File: config.mk
export PLATFORM = sky130hd
export DESIGN_NAME = vga_timing_flat
export DESIGN_NICKNAME = d
export VERILOG_FILES = /design/src/rtl/vga_pkg.sv /design/src/rtl/vga_timing_if.sv /design/src/rtl/sync_delay_line.sv /design/src/rtl/vga_timing.sv /design/src/flat_wrapper.sv
export SDC_FILE = /design/constraint.sdc
export NUM_CORES = 1
export LEC_CHECK = 0
export CAP_MARGIN = 20
export CORE_ASPECT_RATIO = 0.6
export CORE_MARGIN = 1.5
export CORE_UTILIZATION = 48
export DETAILED_ROUTE_END_ITERATION = 12
export PLACE_DENSITY = 0.85
export SLEW_MARGIN = 10
export SYNTH_ARGS = -nofsm -noshare
export SYNTH_HDL_FRONTEND = slang
export SYNTH_SLANG_ARGS = --single-unit
File: constraint.sdc
create_clock -name clk_0 -period 6.4 [get_ports clk_0]
set_input_delay 1.92 -clock clk_0 [delete_from_list [all_inputs] [get_ports clk_0]]
set_output_delay 1.92 -clock clk_0 [all_outputs]
set_load 0.005 [all_outputs]
File: src/rtl/vga_pkg.sv
// vga_pkg: shared constants and helpers for the 640x480@60 VGA raster generator.
//   - Default horizontal/vertical timing values (pixels / lines).
//   - h_total()/v_total(): derive the full line/frame length from the four timing parts.
//   - CoordW: width of the pixel_x/pixel_y raster coordinates.
//   - sync_bits_t: the three timing outputs that travel through the alignment delay line.
package vga_pkg;

    localparam int unsigned CoordW       = 10;
    localparam int unsigned FrameCountW  = 8;

    localparam int unsigned DefHActive   = 640;
    localparam int unsigned DefHFp       = 16;
    localparam int unsigned DefHSync     = 96;
    localparam int unsigned DefHBp       = 48;
    localparam int unsigned DefVActive   = 480;
    localparam int unsigned DefVFp       = 10;
    localparam int unsigned DefVSync     = 2;
    localparam int unsigned DefVBp       = 33;
    localparam int unsigned DefSyncDelay = 2;

    typedef struct packed {
        logic hsync;
        logic vsync;
        logic video_on;
    } sync_bits_t;

    // Inactive levels: both syncs idle high, blanking.
    localparam sync_bits_t SyncIdle = '{hsync: 1'b1, vsync: 1'b1, video_on: 1'b0};

    function automatic int unsigned h_total(input int unsigned active, input int unsigned fp,
                                            input int unsigned sync, input int unsigned bp);
        return active + fp + sync + bp;
    endfunction

    function automatic int unsigned v_total(input int unsigned active, input int unsigned fp,
                                            input int unsigned sync, input int unsigned bp);
        return active + fp + sync + bp;
    endfunction

endpackage

File: src/rtl/vga_timing_if.sv
// vga_timing_if: raster/timing bundle produced by vga_timing and consumed by the renderers.
//   pixel_x, pixel_y : undelayed raster coordinates
//   pixel_ce         : counter-advance enable
//   hsync, vsync     : active-low syncs, delayed to match the render latency
//   video_on         : active-area flag, delayed to match the render latency
//   frame_end        : one-tick pulse on the last pixel of a frame
//   frame_count      : frames completed since reset (wraps)
// Modports: master (the timing generator drives), slave (renderers observe).
interface vga_timing_if;
    import vga_pkg::*;

    logic [CoordW-1:0]      pixel_x;
    logic [CoordW-1:0]      pixel_y;
    logic                   pixel_ce;
    logic                   hsync;
    logic                   vsync;
    logic                   video_on;
    logic                   frame_end;
    logic [FrameCountW-1:0] frame_count;

    modport master (
        output pixel_x, pixel_y, pixel_ce, hsync, vsync, video_on, frame_end, frame_count
    );

    modport slave (
        input pixel_x, pixel_y, pixel_ce, hsync, vsync, video_on, frame_end, frame_count
    );

endinterface

File: src/rtl/sync_delay_line.sv
// sync_delay_line: Depth-stage shift register with clock enable, used to keep the sync and
// blanking terms aligned with registered renderer outputs.
//   clk_i  : clock
//   rst_ni : asynchronous active-low reset; every stage loads ResetVal
//   en_i   : shift enable
//   d_i    : input word (Width bits)
//   q_o    : input delayed by Depth enabled ticks; Depth = 0 is a combinational bypass
module sync_delay_line #(
    parameter int unsigned Width = 1,
    parameter int unsigned Depth = 1,
    parameter logic [Width-1:0] ResetVal = '0
) (
    input  logic             clk_i,
    input  logic             rst_ni,
    input  logic             en_i,
    input  logic [Width-1:0] d_i,
    output logic [Width-1:0] q_o
);

    if (Depth == 0) begin : g_bypass
        logic unused_ctrl;
        assign unused_ctrl = ^{clk_i, rst_ni, en_i};
        assign q_o = d_i;
    end else begin : g_pipe
        logic [Width-1:0] stage_q [Depth];

        always_ff @(posedge clk_i or negedge rst_ni) begin
            if (!rst_ni) begin
                for (int unsigned i = 0; i < Depth; i++) begin
                    stage_q[i] <= ResetVal;
                end
            end else if (en_i) begin
                stage_q[0] <= d_i;
                for (int unsigned i = 1; i < Depth; i++) begin
                    stage_q[i] <= stage_q[i-1];
                end
            end
        end

        assign q_o = stage_q[Depth-1];
    end

endmodule

File: src/rtl/vga_timing.sv
// vga_timing: free-running VGA raster generator (640x480@60 by default).
//   clk_0 : pixel/system clock
//   rst   : asynchronous active-low reset
//   vga   : vga_timing_if.master -- pixel_x/pixel_y (undelayed), pixel_ce, hsync/vsync/video_on
//           (delayed by SYNC_DELAY ticks), frame_end pulse, frame_count
// Optional build macro VGA_PIXEL_DIV2_EN: pixel_ce toggles every clk_0 cycle so a 50 MHz clock
// yields a 25 MHz pixel rate; all state advances only on pixel_ce ticks. Without the macro
// pixel_ce is tied high.
// With SYNC_DELAY = 0 the sync/blanking outputs are the raw combinational terms of the counters.
module vga_timing
    import vga_pkg::*;
#(
    parameter int unsigned H_ACTIVE   = DefHActive,
    parameter int unsigned H_FP       = DefHFp,
    parameter int unsigned H_SYNC     = DefHSync,
    parameter int unsigned H_BP       = DefHBp,
    parameter int unsigned V_ACTIVE   = DefVActive,
    parameter int unsigned V_FP       = DefVFp,
    parameter int unsigned V_SYNC     = DefVSync,
    parameter int unsigned V_BP       = DefVBp,
    parameter int unsigned SYNC_DELAY = DefSyncDelay
) (
    input  logic         clk_0,
    input  logic         rst,
    vga_timing_if.master vga
);

    localparam int unsigned HTotal = h_total(H_ACTIVE, H_FP, H_SYNC, H_BP);
    localparam int unsigned VTotal = v_total(V_ACTIVE, V_FP, V_SYNC, V_BP);

    localparam logic [CoordW-1:0] HLast      = CoordW'(HTotal - 1);
    localparam logic [CoordW-1:0] VLast      = CoordW'(VTotal - 1);
    localparam logic [CoordW-1:0] HActEnd    = CoordW'(H_ACTIVE);
    localparam logic [CoordW-1:0] VActEnd    = CoordW'(V_ACTIVE);
    localparam logic [CoordW-1:0] HSyncStart = CoordW'(H_ACTIVE + H_FP);
    localparam logic [CoordW-1:0] HSyncEnd   = CoordW'(H_ACTIVE + H_FP + H_SYNC);
    localparam logic [CoordW-1:0] VSyncStart = CoordW'(V_ACTIVE + V_FP);
    localparam logic [CoordW-1:0] VSyncEnd   = CoordW'(V_ACTIVE + V_FP + V_SYNC);

    logic                   pixel_ce;
    logic                   ce_next;  // value pixel_ce takes in the following cycle
    logic [CoordW-1:0]      x_q, x_d;
    logic [CoordW-1:0]      y_q, y_d;
    logic                   started_q, started_d;
    logic                   frame_end_q, frame_end_d;
    logic [FrameCountW-1:0] frame_count_q, frame_count_d;
    sync_bits_t             raw;
    sync_bits_t             dly;

`ifdef VGA_PIXEL_DIV2_EN
    logic ce_q;

    always_ff @(posedge clk_0 or negedge rst) begin
        if (!rst) begin
            ce_q <= 1'b0;
        end else begin
            ce_q <= ~ce_q;
        end
    end

    assign pixel_ce = ce_q;
    assign ce_next  = ~ce_q;
`else
    assign pixel_ce = 1'b1;
    assign ce_next  = 1'b1;
`endif

    always_comb begin
        x_d           = x_q;
        y_d           = y_q;
        started_d     = started_q;
        frame_count_d = frame_count_q;

        if (pixel_ce) begin
            // The first tick after reset only arms the counters; they hold at (0,0).
            started_d = 1'b1;
            if (started_q) begin
                if (x_q == HLast) begin
                    x_d = '0;
                    y_d = (y_q == VLast) ? '0 : y_q + 1'b1;
                end else begin
                    x_d = x_q + 1'b1;
                end
            end
            // frame_end is high exactly on the tick the counters wrap to (0,0).
            if (frame_end_q) begin
                frame_count_d = frame_count_q + 1'b1;
            end
        end

        // Registered pulse that is high while the counters show the last pixel; with the
        // divided clock it is restricted to the pixel_ce=1 cycle of that pixel.
        frame_end_d = ce_next && (x_d == HLast) && (y_d == VLast);
    end

    always_ff @(posedge clk_0 or negedge rst) begin
        if (!rst) begin
            x_q           <= '0;
            y_q           <= '0;
            started_q     <= 1'b0;
            frame_end_q   <= 1'b0;
            frame_count_q <= '0;
        end else begin
            x_q           <= x_d;
            y_q           <= y_d;
            started_q     <= started_d;
            frame_end_q   <= frame_end_d;
            frame_count_q <= frame_count_d;
        end
    end

    always_comb begin
        raw          = SyncIdle;
        raw.hsync    = !((x_q >= HSyncStart) && (x_q < HSyncEnd));
        raw.vsync    = !((y_q >= VSyncStart) && (y_q < VSyncEnd));
        raw.video_on = (x_q < HActEnd) && (y_q < VActEnd);
    end

    sync_delay_line #(
        .Width    (3),
        .Depth    (SYNC_DELAY),
        .ResetVal (SyncIdle)
    ) u_sync_delay (
        .clk_i  (clk_0),
        .rst_ni (rst),
        .en_i   (pixel_ce),
        .d_i    (raw),
        .q_o    (dly)
    );

    assign vga.pixel_x     = x_q;
    assign vga.pixel_y     = y_q;
    assign vga.pixel_ce    = pixel_ce;
    assign vga.hsync       = dly.hsync;
    assign vga.vsync       = dly.vsync;
    assign vga.video_on    = dly.video_on;
    assign vga.frame_end   = frame_end_q;
    assign vga.frame_count = frame_count_q;

endmodule

File: src/flat_wrapper.sv
// flat-port wrapper written by rule: the top's interface ports become plain ports
module vga_timing_flat import vga_pkg::*;
#(
    parameter int unsigned H_ACTIVE   = DefHActive,
    parameter int unsigned H_FP       = DefHFp,
    parameter int unsigned H_SYNC     = DefHSync,
    parameter int unsigned H_BP       = DefHBp,
    parameter int unsigned V_ACTIVE   = DefVActive,
    parameter int unsigned V_FP       = DefVFp,
    parameter int unsigned V_SYNC     = DefVSync,
    parameter int unsigned V_BP       = DefVBp,
    parameter int unsigned SYNC_DELAY = DefSyncDelay
)
  (clk_0, rst, vga_pixel_x, vga_pixel_y, vga_pixel_ce, vga_hsync, vga_vsync, vga_video_on, vga_frame_end, vga_frame_count);
  vga_timing_if vga_i ();
  input  logic clk_0;
  input  logic rst;
  output wire logic [$bits(vga_i.pixel_x)-1:0] vga_pixel_x;
  output wire logic [$bits(vga_i.pixel_y)-1:0] vga_pixel_y;
  output wire logic [$bits(vga_i.pixel_ce)-1:0] vga_pixel_ce;
  output wire logic [$bits(vga_i.hsync)-1:0] vga_hsync;
  output wire logic [$bits(vga_i.vsync)-1:0] vga_vsync;
  output wire logic [$bits(vga_i.video_on)-1:0] vga_video_on;
  output wire logic [$bits(vga_i.frame_end)-1:0] vga_frame_end;
  output wire logic [$bits(vga_i.frame_count)-1:0] vga_frame_count;
  assign vga_pixel_x = vga_i.pixel_x;
  assign vga_pixel_y = vga_i.pixel_y;
  assign vga_pixel_ce = vga_i.pixel_ce;
  assign vga_hsync = vga_i.hsync;
  assign vga_vsync = vga_i.vsync;
  assign vga_video_on = vga_i.video_on;
  assign vga_frame_end = vga_i.frame_end;
  assign vga_frame_count = vga_i.frame_count;
  vga_timing #(.H_ACTIVE(H_ACTIVE), .H_FP(H_FP), .H_SYNC(H_SYNC), .H_BP(H_BP), .V_ACTIVE(V_ACTIVE), .V_FP(V_FP), .V_SYNC(V_SYNC), .V_BP(V_BP), .SYNC_DELAY(SYNC_DELAY)) u_core (.clk_0(clk_0), .rst(rst), .vga(vga_i));
endmodule
==> flow_metrics.env, run 1 <==
export IMPL_outcome="completed"
export IMPL_p_leak_nw=0.978
export IMPL_rrSetupSlack_ps=4050
export IMPL_netlist_instances=161
export IMPL_fmax_ghz=0.297
export IMPL_path_class="reg -> out"
export IMPL_gp_congestion=0.805
export IMPL_avgSynthCellArea_um2=11.5
export IMPL_slowest_stage="dfrtp_1"
export IMPL_cts_resized=0
export IMPL_design_area_um2=2260
export IMPL_port_buffers=33
export IMPL_final_hold_viol_count=0
export IMPL_layout_drive_gt1_share_pct=14.6
export IMPL_synth_area_leaders="dfrtp_1, dfstp_2, xnor2_1"
export IMPL_fin_crit_sh_pct=52.7
export IMPL_required_ps=4480
export IMPL_h_tree_depth=2
export IMPL_cp_buffers_inverters=1
export IMPL_wl_per_cell_um=14.6
export IMPL_start_util_pct=50.3
export IMPL_rows=17
export IMPL_ios=35
export IMPL_crit_chain="clkdlybuf4s50_1"
export IMPL_dpl_cell_count=238
export IMPL_grt_max_degree=37
export IMPL_placed_area_um2=2190
export IMPL_num_antenna_cells=0
export IMPL_worstPathArrival_ps=1450
export IMPL_period_minus_slack_ps=3370
export IMPL_slew_headroom_pct=59.1
export IMPL_drcViolationCount=0
export IMPL_drv_cap=0
export IMPL_worst_hold_slack_ps=356
export IMPL_clkLatencyLatePin_ps=290
export IMPL_dp_hpwl_um=2540
export IMPL_grt_pass1_vias=1221
export IMPL_power_switching_share_pct=29.7
export IMPL_start_kind="flop"
export IMPL_via_per_inst=5.49
export IMPL_die_h_um=51.1
export IMPL_worstMarginPinSlew_ps=610
export IMPL_async_flop_share_pct=100
export IMPL_netlist_area_leader_share_pct=43.3
export IMPL_tns_ps=0
export IMPL_cts_sinks=36
export IMPL_setup_viol=0
export IMPL_dr_pass1_iters=5
export IMPL_cts_path_max_buffers=2
export IMPL_postCtsHoldBufs=0
export IMPL_grt_pass1_wl_um=6020
export IMPL_cts_buffers_inserted=5
export IMPL_power_per_cell_area_nw_per_um2=244
export IMPL_antenna_found_initial=0
export IMPL_worst_path_dominant_cell_family="flip-flops"
export IMPL_power_frac_comb_pct=20.1
export IMPL_drt_iter0_markers=75
export IMPL_path_depth=1
export IMPL_synth_warnings=0
export IMPL_via_count=1345
export IMPL_reg2reg_to="u_core.vga.frame_end"
export IMPL_cts_tree="built"
export IMPL_clock_root_buffer="clkbuf_8"
export IMPL_netlist_area_um2=1850
export IMPL_pwr_share_seq_pct=52.9
export IMPL_p_int_w=0.000388
export IMPL_die_area_um2=4250
export IMPL_drtAntennaViolNets=0
export IMPL_synth_top_area_cell="dfrtp_1"
export IMPL_die_width_um=83.2
export IMPL_nets=205
export IMPL_switchingPower_w=0.000164
export IMPL_skew_ps=5.58
export IMPL_ys_seq_elements=36
export IMPL_report_final_slew_viol_count=0
export IMPL_core_area_um2=3680
export IMPL_ys_flop_type="dfrtp_1"
export IMPL_r2r_start="u_core.vga.pixel_x[0]"
export IMPL_reg2regPathDepth=7
export IMPL_path_clk_slew_ps=70
export IMPL_crit_end="vga_pixel_y[3]"
export IMPL_hp_class="reg -> reg"
export IMPL_areaGrowthSynthToFinish_pct=22.4
export IMPL_clock_power_share_pct=27.0
export IMPL_synth_common_cells="dfrtp_1, nand2_1, xnor2_1, nor2_1, o21ai_0"
export IMPL_ir_worst_vdd_v=0.000227
export IMPL_max_stage_delay_ps=590
export IMPL_end_kind="primary output"
export IMPL_grtUsageTotal_pct=18.7
export IMPL_gr_total_overflow=0
export IMPL_synth_edf_count=0
export IMPL_yosysMostFrequentCell="dfrtp_1"
export IMPL_crit_fanout=10
export IMPL_seq_area_frac_synth_pct=49.0
export IMPL_finalWirelength_um=3590
export IMPL_synth_cell_types=50
export IMPL_final_cells=245
export IMPL_post_cts_buffers=0
export IMPL_grt_setup_unrepaired="false"
export IMPL_worstSetupStartpoint="u_core.vga.pixel_y[3]"
==> flip-flops by register name, indices dropped and copies added, names as in the netlist <==
register	cells
u_core.vga.pixel_y	10
u_core.vga.frame_count	8
u_core.u_sync_delay.q_o	3
u_core.vga.pixel_x	10
u_core.vga.frame_end	1
u_core.u_sync_delay.g_pipe.stage_q	3
u_core.started_q	1
==> layout make-up <==
cell class | instances | area, µm²
Clock buffer | 6 | 72.6
Clock inverter | 1 | 5.00
Fill cell | 317 | 1420
Multi-Input combinational cell | 116 | 866
Tap cell | 47 | 58.8
Sequential cell | 36 | 906
Inverter | 5 | 18.8
Timing Repair Buffer | 34 | 338
==> per-stage QoR <==
step / setup WS (ps) / util (%) / total power [W]
3_3_place_gp: 3350 / 59.4 / 0.000404
3_5_place_dp: 3340 / 59.4 / 0.000407
5_1_grt: 2960 / 61.5 / 0.000587
2_1_floorplan: 3980 / - / 0.000346
6_report: 3030 / 61.5 / 0.000552
4_1_cts: 3020 / 61.5 / 0.000560
==> power by group through the flow <==
stage / combinational, W / sequential (W) / clock, W
after floorplan: 0.0000570 / 0.000289 / 0
after global placement: 0.000108 / 0.000295 / 0
after detailed placement: 0.000112 / 0.000295 / 0
after CTS: 0.000112 / 0.000292 / 0.000156
after global routing: 0.000122 / 0.000299 / 0.000166
final: 0.000111 / 0.000292 / 0.000149
==> cell usage in the layout (no fill, tap or decap), types with 7 or more instances in the layout <==
cell             instances
clkdlybuf4s50_1         33
dfrtp_1                 32
nand2_1                 14
nand3_1                  8
nor2_1                  10
o21ai_0                  9
xnor2_1                 11
xor2_1                   7
==> logic make-up after synthesis <==
kind of cell	after synthesis	synth area share, %
other cells	1	0.203
flops	36	49.0
xor+xnor	19	9.40
mux	1	0.608
buf+inv	10	4.46
simple gates	68	24.5
compound gates	21	8.45
fa+ha+maj	5	3.38
==> worst min-delay path by stage <==
stage	startpoint	to	depth (start not counted)	slack, ps
CTS	u_core.u_sync_delay.g_pipe.stage_q[3]	u_core.u_sync_delay.q_o[0]	0	360
global route	u_core.u_sync_delay.g_pipe.stage_q[3]	u_core.u_sync_delay.q_o[0]	0	360
finish	u_core.u_sync_delay.g_pipe.stage_q[3]	u_core.u_sync_delay.q_o[0]	0	360
floorplan	u_core.u_sync_delay.g_pipe.stage_q[3]	u_core.u_sync_delay.q_o[0]	0	330
detailed placement	u_core.u_sync_delay.g_pipe.stage_q[3]	u_core.u_sync_delay.q_o[0]	0	340
global placement	u_core.u_sync_delay.g_pipe.stage_q[3]	u_core.u_sync_delay.q_o[0]	0	330
==> layer usage <==
layer	track usage, %	part of all wire [%]	routed length, µm	vias up
li1	-	-	-	652
met3	6.14	5.5	196	4
met5	0	0	0	-
met1	26.5	50	1810	652
met4	7.50	0.86	31	0
met2	26.4	43	1550	37
Note: power is estimated with default switching activity, not from simulation.
==> run 2: changes to the inputs <==
--- a/config.mk
+++ b/config.mk
@@ -8,7 +8,7 @@
 export CAP_MARGIN = 20
 export CORE_ASPECT_RATIO = 0.6
 export CORE_MARGIN = 1.5
-export CORE_UTILIZATION = 48
+export CORE_UTILIZATION = 46
 export DETAILED_ROUTE_END_ITERATION = 12
 export PLACE_DENSITY = 0.85
 export SLEW_MARGIN = 10
==> constraint.sdc (replaced) <==
create_clock -name clk_0 -period 2.91 [get_ports clk_0]
set_input_delay 0.873 -clock clk_0 [delete_from_list [all_inputs] [get_ports clk_0]]
set_output_delay 0.873 -clock clk_0 [all_outputs]
set_load 0.005 [all_outputs]
==> flow_metrics.env, run 2 (synthesis results as in run 1) <==
export IMPL_nFillCells=309
export IMPL_final_hold_viol_count=0
export IMPL_dr_pass1_iters=8
export IMPL_setup_viol=0
export IMPL_drt_iter0_markers=144
export IMPL_die_area_um2=4420
export IMPL_via_count=1354
export IMPL_outcome="finished, violations left"
export IMPL_cp_buffers_inverters=1
export IMPL_start_kind="flop"
export IMPL_worst_path_dominant_cell_family="flip-flops"
export IMPL_h_tree_depth=2
export IMPL_areaGrowthSynthToFinish_pct=24.0
export IMPL_num_antenna_cells=0
export IMPL_drv_cap=0
export IMPL_cts_sinks=36
export IMPL_rows=17
export IMPL_cts_tree="built"
export IMPL_power_per_cell_area_nw_per_um2=578
export IMPL_postCtsHoldBufs=0
export IMPL_final_common_cell="clkdlybuf4s50_1"
export IMPL_start_util_pct=49.2
export IMPL_dp_hpwl_um=2560
export IMPL_grt_max_degree=37
export IMPL_via_per_inst=5.50
export IMPL_period_minus_slack_ps=2390
export IMPL_die_width_um=84.9
export IMPL_layout_common_cells="clkdlybuf4s50_1, dfrtp_1, nand2_1, xnor2_1, nor2_1"
export IMPL_wl_per_cell_um=14.5
export IMPL_ios=35
export IMPL_end_kind="primary output"
export IMPL_worstMarginPinSlew_ps=591
export IMPL_ir_worst_vdd_v=0.000391
export IMPL_clock_root_buffer="clkbuf_8"
export IMPL_cts_resized=0
export IMPL_report_final_slew_viol_count=0
export IMPL_port_buffers=33
export IMPL_skew_ps=1.65
export IMPL_die_h_um=52.1
export IMPL_slowest_stage="dfrtp_1"
export IMPL_path_clk_slew_ps=70
export IMPL_path_class="reg -> out"
export IMPL_slew_headroom_pct=60.3
export IMPL_core_area_um2=3760
export IMPL_grt_pass1_vias=1168
export IMPL_cts_path_max_buffers=2
export IMPL_max_stage_delay_ps=640
export IMPL_post_cts_buffers=0
export IMPL_grtUsageTotal_pct=17.7
export IMPL_gr_total_overflow=0
export IMPL_antenna_found_initial=0
export IMPL_layout_drive_gt1_share_pct=15.1
export IMPL_finalPower_w=0.00133
export IMPL_drcViolationCount=3
export IMPL_hp_class="reg -> reg"
export IMPL_nets=205
export IMPL_fmax_ghz=0.418
export IMPL_worst_hold_slack_ps=354
export IMPL_crit_chain="clkdlybuf4s50_1"
export IMPL_grt_setup_unrepaired="false"
export IMPL_p_leak_nw=0.992
export IMPL_crit_fanout=10
export IMPL_finalWirelength_um=3560
export IMPL_drtAntennaViolNets=0
export IMPL_required_ps=2040
export IMPL_tns_ps=0
export IMPL_cts_buffers_inserted=5
export IMPL_fin_crit_sh_pct=82.2
export IMPL_grt_pass1_wl_um=5840
export IMPL_gp_congestion=0.857
export IMPL_clkLatencyLatePin_ps=290
export IMPL_violations="design-rule violations"
export IMPL_worstPathArrival_ps=1520
run 2: cell count changes in the layout (fill, tap and decap cells not counted), sizes merged:
cell,change
bufinv,+1
run 2: area by class of cell:
type                    instances  area, µm²  share of cell area [%]
clock buffers                   6       72.6                    3.16
clock inverters                 2       35.0                    1.53
inverters                       5       18.8                   0.818
multi-input cells             116        866                    37.7
flip-flops and latches         36        906                    39.5
well taps                      47       58.8                    2.56
repair buffers                 34        338                    14.7
run 2: per-layer routing:
layer  track usage, %  wire [µm]  up-vias
met3             5.87        296        2
li1                 -          -      648
met1             26.1       1790      645
met5                0          0        -
met4             5.74         27        0
met2             24.4       1440       59
run 2: stage by stage:
step	util (%)	cell area, µm²	worst slack [ps]	cells
after global routing	61.0	2290	457	246
after detailed placement	58.1	2190	648	238
after CTS	61.0	2290	525	246
final	61.0	2290	518	246
after global placement	58.1	2190	711	238
after floorplan	-	1850	728	162
run 2: power breakdown:
part	leakage (nW)	switching [W]	total, W	internal, W
combinational	0.472	0.000103	0.000248	0.000145
sequential	0.465	0.000101	0.000647	0.000546
clock	0.0552	0.000176	0.000430	0.000254
run 2: path summary, 6_finish.rpt:
| path | endpoint | startpoint | slack [ps] | cells past startpoint |
|---|---|---|---|---|
| worst min-delay path | u_core.u_sync_delay.q_o[0] | u_core.u_sync_delay.g_pipe.stage_q[3] | 350 | 0 |
| max in group asynchronous | u_core.u_sync_delay.g_pipe.stage_q[4] | rst | 1570 | 2 |
| worst max register to register | u_core.vga.frame_end | u_core.vga.pixel_x[0] | 640 | 7 |
| worst min register to register | u_core.u_sync_delay.q_o[0] | u_core.u_sync_delay.g_pipe.stage_q[3] | 350 | 0 |
| min in group asynchronous | u_core.vga.frame_count[7] | rst | 1000 | 2 |
| worst max-delay path | vga_pixel_y[3] | u_core.vga.pixel_y[3] | 520 | 1 |
